<file path="src/rtl/mult_tiled_seq.sv">
// Sequential WIDTH x WIDTH multiplier that reuses a single exact 8x8 tile over N*N cycles.
// Define MULT_SIGNED_EN to take two's-complement operands; the default build is unsigned only.

module mult_tile8 (
    input  logic [7:0]  x,
    input  logic [7:0]  y,
    output logic [15:0] prod
);
    assign prod = x * y;
endmodule

module mult_tiled_seq #(
    parameter int WIDTH = 16
) (
    input  logic               clk,
    input  logic               rst,
    input  logic               in_valid,
    output logic               in_ready,
    input  logic [WIDTH-1:0]   a,
    input  logic [WIDTH-1:0]   b,
    output logic               out_valid,
    input  logic               out_ready,
    output logic [2*WIDTH-1:0] p,
    output logic               busy
);
    localparam int TILE_W = 8;
    localparam int N      = WIDTH / TILE_W;
    localparam int PW     = 2 * WIDTH;
    localparam int IW     = (N > 1) ? $clog2(N) : 1;

    typedef enum logic [1:0] {
        S_IDLE = 2'd0,
        S_CALC = 2'd1,
        S_DONE = 2'd2
`ifdef MULT_SIGNED_EN
        , S_NEG = 2'd3
`endif
    } state_t;

    state_t            state_q;
    logic [WIDTH-1:0]  a_op_q, b_op_q;
    logic [PW-1:0]     acc_q;
    logic [PW-1:0]     acc_d;
    logic [IW-1:0]     i_q, j_q;
    logic              in_ready_q, out_valid_q, busy_q;
    logic [TILE_W-1:0] a_slice, b_slice;
    logic [15:0]       tile;
    logic              last_i, last_j;
`ifdef MULT_SIGNED_EN
    logic              neg_q;

    function automatic logic [WIDTH-1:0] mag(input logic [WIDTH-1:0] v);
        // The most negative value maps onto 2^(WIDTH-1), which still fits unsigned.
        return v[WIDTH-1] ? (~v + 1'b1) : v;
    endfunction
`endif

    mult_tile8 u_tile (
        .x    (a_slice),
        .y    (b_slice),
        .prod (tile)
    );

    // NOTE: every signal driven here gets a value on every path first, so no latch is inferred.
    always_comb begin
        a_slice = a_op_q[TILE_W*i_q +: TILE_W];
        b_slice = b_op_q[TILE_W*j_q +: TILE_W];
        acc_d   = acc_q + (PW'(tile) << (TILE_W * (int'(i_q) + int'(j_q))));
        last_i  = (i_q == IW'(N - 1));
        last_j  = (j_q == IW'(N - 1));
    end

    // NOTE: state registers use non-blocking assignments so all updates see pre-edge values.
    always_ff @(posedge clk or posedge rst) begin
        if (rst) begin
            state_q     <= S_IDLE;
            a_op_q      <= '0;
            b_op_q      <= '0;
            acc_q       <= '0;
            i_q         <= '0;
            j_q         <= '0;
            in_ready_q  <= 1'b1;
            out_valid_q <= 1'b0;
            busy_q      <= 1'b0;
`ifdef MULT_SIGNED_EN
            neg_q       <= 1'b0;
`endif
        end else begin
            case (state_q)
                S_IDLE: begin
                    if (in_valid && in_ready_q) begin
`ifdef MULT_SIGNED_EN
                        a_op_q <= mag(a);
                        b_op_q <= mag(b);
                        neg_q  <= a[WIDTH-1] ^ b[WIDTH-1];
`else
                        a_op_q <= a;
                        b_op_q <= b;
`endif
                        acc_q      <= '0;
                        i_q        <= '0;
                        j_q        <= '0;
                        in_ready_q <= 1'b0;
                        busy_q     <= 1'b1;
                        state_q    <= S_CALC;
                    end
                end
                S_CALC: begin
                    acc_q <= acc_d;
                    if (last_j) begin
                        j_q <= '0;
                        if (last_i) begin
                            i_q <= '0;
`ifdef MULT_SIGNED_EN
                            state_q <= S_NEG;
`else
                            state_q     <= S_DONE;
                            out_valid_q <= 1'b1;
`endif
                        end else begin
                            i_q <= i_q + 1'b1;
                        end
                    end else begin
                        j_q <= j_q + 1'b1;
                    end
                end
`ifdef MULT_SIGNED_EN
                S_NEG: begin
                    acc_q       <= neg_q ? -acc_q : acc_q;
                    state_q     <= S_DONE;
                    out_valid_q <= 1'b1;
                end
`endif
                S_DONE: begin
                    if (out_ready) begin
                        out_valid_q <= 1'b0;
                        busy_q      <= 1'b0;
                        in_ready_q  <= 1'b1;
                        state_q     <= S_IDLE;
                    end
                end
                default: begin
                    state_q     <= S_IDLE;
                    out_valid_q <= 1'b0;
                    busy_q      <= 1'b0;
                    in_ready_q  <= 1'b1;
                end
            endcase
        end
    end

    assign in_ready  = in_ready_q;
    assign out_valid = out_valid_q;
    assign busy      = busy_q;
    assign p         = acc_q;

endmodule
</file>
<file path="config.mk">
export PLATFORM = sky130hd
export DESIGN_NAME = mult_tiled_seq
export DESIGN_NICKNAME = d
export VERILOG_FILES = /design/src/rtl/mult_tiled_seq.sv
export SDC_FILE = /design/constraint.sdc
export NUM_CORES = 1
export LEC_CHECK = 0
export ABC_AREA = 0
export CAP_MARGIN = 20
export CORE_ASPECT_RATIO = 0.6
export CORE_UTILIZATION = 45
export CTS_BUF_LIST = sky130_fd_sc_hd__clkbuf_16
export CTS_CLUSTER_SIZE = 24
export DETAILED_ROUTE_END_ITERATION = 10
export DONT_BUFFER_PORTS = 1
export SLEW_MARGIN = 20
export SYNTH_ARGS = -nofsm -noshare
export SYNTH_HDL_FRONTEND = slang
export SYNTH_SLANG_ARGS = --single-unit
</file>
<file path="constraint.sdc">
create_clock -name clk -period 6.4 [get_ports clk]
set_input_delay 1.28 -clock clk [delete_from_list [all_inputs] [get_ports clk]]
set_output_delay 1.28 -clock clk [all_outputs]
set_load 0.05 [all_outputs]
</file>
* Word level (Yosys, flattened, before mapping)
Cells that the tools add are included.
** Storage, ports and cells
- Flip-flop bits (word level) :: 71
- Bits of input ports :: 36
** Cells by class
- Add/subtract/negate cells :: 4
- Multiply operators :: 1
- Equal/unequal tests :: 6
- Shift operators :: 3
- Muxes and demuxes :: 21
- Bitwise logic cells :: 2
- Reductions and logical operators :: 9
** Operator list (count)
- $pmux W32 S2 :: 1
- $add A32 B32 Y32 :: 1
- $mux W32 :: 1
- $shiftx A16 B5 Y8 :: 2
- $shl A16 B5 Y32 :: 1
- $mul A8 B8 Y16 :: 1
- $mux W1 :: 9
- $pmux W1 S3 :: 3
- $mux W2 :: 4
- $ne A2 B2 Y1 const B :: 4
- $reduce_and A4 Y1 :: 2
- $pmux W2 S3 :: 1
- $reduce_and A3 Y1 :: 2
- $pmux W1 S2 :: 2
- $reduce_and A2 Y1 :: 2
- $add A1 B1 Y1 const B :: 2
- $add A1 B1 Y2 :: 1
- $eq A2 B1 Y1 const B :: 1
- $eq A2 B2 Y1 const B :: 1
- $logic_not A2 Y1 :: 1
- $not A1 Y1 :: 2
- $reduce_bool A2 Y1 :: 1
- $logic_and A1 B1 Y1 :: 1

* Logic depth before layout (Yosys ltp)
- Word-level depth :: 5
- Mapped depth :: 31
- Mapped depth without buffers :: 28

* Modules after synthesis
A second synthesis with hierarchy kept.
** Second synthesis, totals
- Cell total of the unflattened synthesis :: 742
- Area, all modules :: 6914.1 um^2
** Modules (own cells, without submodules)
- mult_tiled_seq :: instances 1, cells each 499, area each 4792.1 um^2
- mult_tile8 :: instances 1, cells each 243, area each 2122.0 um^2

* Worst setup path after synthesis
Ideal clock, no wire load.
- Path type :: register -> register
- Start :: register j_q
- End :: register acc_q[31], in the netlist p[31]
- Setup time :: 130 ps
- Arrival :: 6878 ps
- Required time :: 6270 ps
- Setup slack :: -608 ps
- Stages on the path, launching flop included :: 30
- Clock period less this slack :: 7008 ps
- Cell sequence :: dfrtp_1 > clkbuf_1 > clkbuf_1 > mux2i_1 > or2_2 > fa_1 > fa_1 > inv_1 > fa_1 > inv_1 > fa_1 > inv_1 > ha_1 > o21ai_0 > o21bai_2 > a31o_1 > a21oi_1 > o21bai_1 > a21oi_1 > xor2_1 > a21oi_1 > ha_1 > nand4_1 > o22ai_1 > a211oi_1 > o31a_1 > and3_1 > a211oi_1 > a211oi_1 > nand3b_1
** On the way
- Cells in the longest elaborated chain, start to end :: 5
** RTL lines
- start, declared :: line 44 : logic [IW-1:0] i_q, j_q;
- start signal, assigned :: line 124 : j_q <= j_q + 1'b1;
- $shiftx A16 B5 Y8 :: line 67 : b_slice = b_op_q[TILE_W*j_q +: TILE_W];
- $mul A8 B8 Y16 :: line 9 : assign prod = x * y;
- $shl A16 B5 Y32 (*) :: line 68 : acc_d = acc_q + (PW'(tile) << (TILE_W * (int'(i_q) + int'(j_q))));
- $add A32 B32 Y32 (*) :: line 68
- $pmux W32 S2 (*) :: line 89 : case (state_q)
- end signal, assigned :: line 79 : acc_q <= '0;
- end signal, assigned :: line 100 : acc_q <= '0;
- end signal, assigned :: line 109 : acc_q <= acc_d;
- end, declared :: line 42 : logic [PW-1:0] acc_q;
Every way passes the cells marked *; elsewhere a longest branch is shown, timed or not.
A chain may end at the register's enable or synchronous reset.

* Final worst setup path
- Start :: register i_q
- End :: register acc_q[29], in the netlist p[29]
** On the way
- Cells in the longest elaborated chain, start to end :: 5
** RTL lines
- start, declared :: line 44
- start signal, assigned :: line 121 : i_q <= i_q + 1'b1;
- $shiftx A16 B5 Y8 :: line 66 : a_slice = a_op_q[TILE_W*i_q +: TILE_W];
- $mul A8 B8 Y16 :: line 9
- $shl A16 B5 Y32 (*) :: line 68
- $add A32 B32 Y32 (*) :: line 68
- $pmux W32 S2 (*) :: line 89
Marked as above.

==> results.yml <==
run_status:
  status: "finished with violations"
  violations: "setup timing"
synth:
  synthAdderAreaFrac: 0.232
  yosysSeqAreaShare: 0.259
  syn-mean-instance-area_um2: 8.29
  ys_top_cells_by_count: "132 x nand2_1, 82 x nor2_1, 70 x dfrtp_1, 68 x ha_1, 67 x inv_1"
  synth-edff-count: 0
  synthesis.nets: 969
  ys_seq_elements: 71
  synthSimpleGateAreaFrac: 0.213
  synth_compound_area_frac: 0.162
  synth_top_area_cell: "dfrtp_1"
  synth_xor_area_frac: 0.0474
  synth.top_cell.area_share: 0.255
  synth_most_common_cell: "nand2_1"
  synth_async_sr_flop_share: 1.00
  yosys-mux-area-fraction: 0.0295
  synth_cells: 828
  synth-main-ff-cell: "dfrtp_1"
  synthTopCellsByArea: "dfrtp_1 26%, ha_1 12%, fa_1 11%"
  ys.warnings.count: 0
  syn_area_um2: 6860
  synth_top_family_by_area: "adder cells"
  synth_cell_types: 68
timing:
  fin_crit_sh: 1.04
  finalWorstSetupSlack_ns: -0.245
  rsz0062_at_grt: "true"
  worst_pin_slew_ns: 0.942
  post-route-min-period_ns: 6.64
  hold_viol: 0
  slew_headroom: 0.372
  slew_viol_final: 0
  finalSetupViolations: 11
  finClkSkew_ns: 0.0131
  fmax_ghz: 0.150
setup_path:
  reg2reg_depth: 29
  start_kind: "flop"
  path_common_cell: "fa_1"
  arrival_ns: 6.90
  rrSetupSlack_ns: -0.24
  slowest_delay_ns: 0.53
  crit_path_max_fanout: 5
  crit_path_start: "i_q$_DFFE_PP0P_"
  rr_startpoint: "i_q$_DFFE_PP0P_"
  path_class: "flop to flop"
  r2r_end: "p[29]$_DFFE_PP0P_"
  end_kind: "flop"
  crit_slowest_cell: "fa_1"
  required_ns: 6.65
cells_and_area:
  nNetsFinal: 1103
  multiInputGateArea_um2: 5580
  drive_gt1_frac: 0.334
  antenna_cells: 0
  area_growth_pct: 37.2
  seq_area_um2: 1780
  final.fill_count: 1198
cts:
  cts_tree: "yes"
  clock_path_buffers: 2
  clk_latency_ns: 0.35
  cts.sinks: 71
  cts.clk_slew.worst_paths_ns: 0.07
  cts_buffers: 9
  root_buffer: "clkbuf_16"
  htree_levels: 3
global_route:
  grtUsageMet2: 0.385
  grt_pass1_wl_mm: 34.6
  overflow: 0
  top_usage_layer: "met1"
  grt_util_all_layers: 0.279
  grtUsageMet3: 0.0653
  antenna_found_initial: 0
  use_met1: 0.441
  grt_max_degree: 72
  grt_pass1_vias: 6496
route:
  drcViolationCount: 0
  vias_per_cell: 5.61
  routed_wirelength_mm: 21.2
  firstDrtPassIters: 5
  wl_per_cell_um: 18.2
  vias: 6533
  postRouteAntennaNets: 0
  first_iter_violations: 451
place:
  numPortBuffers: 0
  gp_congestion: 0.878
  place_worst_setup_slack_ns: -0.670
  dp_hpwl_mm: 15.9
worst_hold_path:
  worstHoldEndpoint: "b_op_q[1]$_DFFE_PP0P_"
  hold_path.class: "flop to flop"
  min_from: "b_op_q[1]$_DFFE_PP0P_"
  hold_depth: 2
die:
  ios: 71
  initial_core_util: 0.468
  dieArea_um2: 15800
  die_y_um: 97.7
  rows: 34
  core_um2: 14700
  fp.dieW_um: 161
job:
  drv_cap: 0
[layer usage]
metal,share of wire,up-vias,wire [um]
met4,0.0091,0,193
met1,0.50,3228,10700
met5,0,-,0
met3,0.073,18,1540
li1,-,3106,-
met2,0.41,181,8760
[final cells by class]
class,instances,share of cell area
tap,198,0.0263
inverter,69,0.0275
multi-input combinational,655,0.593
sequential,71,0.189
timing repair buffer,156,0.134
clock buffer,9,0.0239
clock inverter,7,0.00651
[state kept, by name, summed over array words and instances, names as in the netlist]
register / flops
j_q: 1
i_q: 1
busy: 1
b_op_q: 16
out_valid: 1
a_op_q: 16
state_q: 2
p: 32
in_ready: 1
[layout by cell type (no fill, tap or decap), types with 7 or more instances in the layout]
cell,synthesis,routed
mux2i_4,0,13
nand3_1,40,38
or2_2,13,7
xor2_1,11,10
o21ai_1,19,20
a21o_1,13,13
o21ai_0,35,29
xnor2_1,23,17
a21oi_2,2,16
nor2_2,0,9
inv_2,2,12
ha_1,68,51
ha_4,0,16
fa_1,37,32
buf_6,1,20
nor2_1,82,71
buf_4,0,135
nand2_1,132,128
clkbuf_16,0,9
dfrtp_1,70,69
a21oi_1,40,22
inv_1,67,57
nand4_1,7,7
[cell families (layout without fill, tap and decap cells)]
kind of cell	after synthesis	after routing
adders and majority gates	105	105
buffers and inverters	102	241
AOI/OAI and AO/OA	173	173
DFF	71	71
muxes	20	20
and+or+nand+nor	322	322
xor gates and xnor gates	35	35
[worst max-delay path, delay by kind of cell (launching register included)]
kind,cells,cell delay (ns)
buffers and inverters,5,0.43
AO/OA/AOI/OAI,14,2.37
adder cells (fa/ha/maj),6,2.51
flip-flops,1,0.47
multiplexers,1,0.21
XOR/XNOR,1,0.20
AND/OR/NAND/NOR,2,0.38
[worst max path at each step]
| stage | to | slack, ns | cells after the start |
|---|---|---|---|
| after floorplan | p[30]$_DFFE_PP0P_ | 0.006 | 27 |
| after detailed placement | p[29]$_DFFE_PP0P_ | -0.67 | 26 |
| final | p[29]$_DFFE_PP0P_ | -0.24 | 29 |
| after CTS | p[30]$_DFFE_PP0P_ | -0.10 | 30 |
| after global routing | p[29]$_DFFE_PP0P_ | -0.54 | 29 |
| after global placement | p[29]$_DFFE_PP0P_ | -0.56 | 25 |
[timing repair]
| item | 4_1_cts | 5_1_grt |
|---|---|---|
| pin swaps | 81 | 66 |
| endpoints found under the setup margin | 20 | 20 |
| hold buffers | 0 | 0 |
| buffers inserted | 22 | 11 |
| resized for setup | 92 | 70 |
[per-stage QoR]
step	TNS (ns)	std cells	hold WS, ns	util	area (um^2)
after floorplan	0	828	0.445	-	7060
after global placement	-6.27	1119	0.462	0.549	8050
after detailed placement	-8.36	1119	0.462	0.549	8050
after CTS	-0.407	1157	0.487	0.614	9010
after global routing	-5.01	1165	0.516	0.642	9420
final	-1.26	1165	0.488	0.642	9420
Power is not shown: default switching activity piles up to over one toggle a cycle in this logic, so the estimate is an artifact.
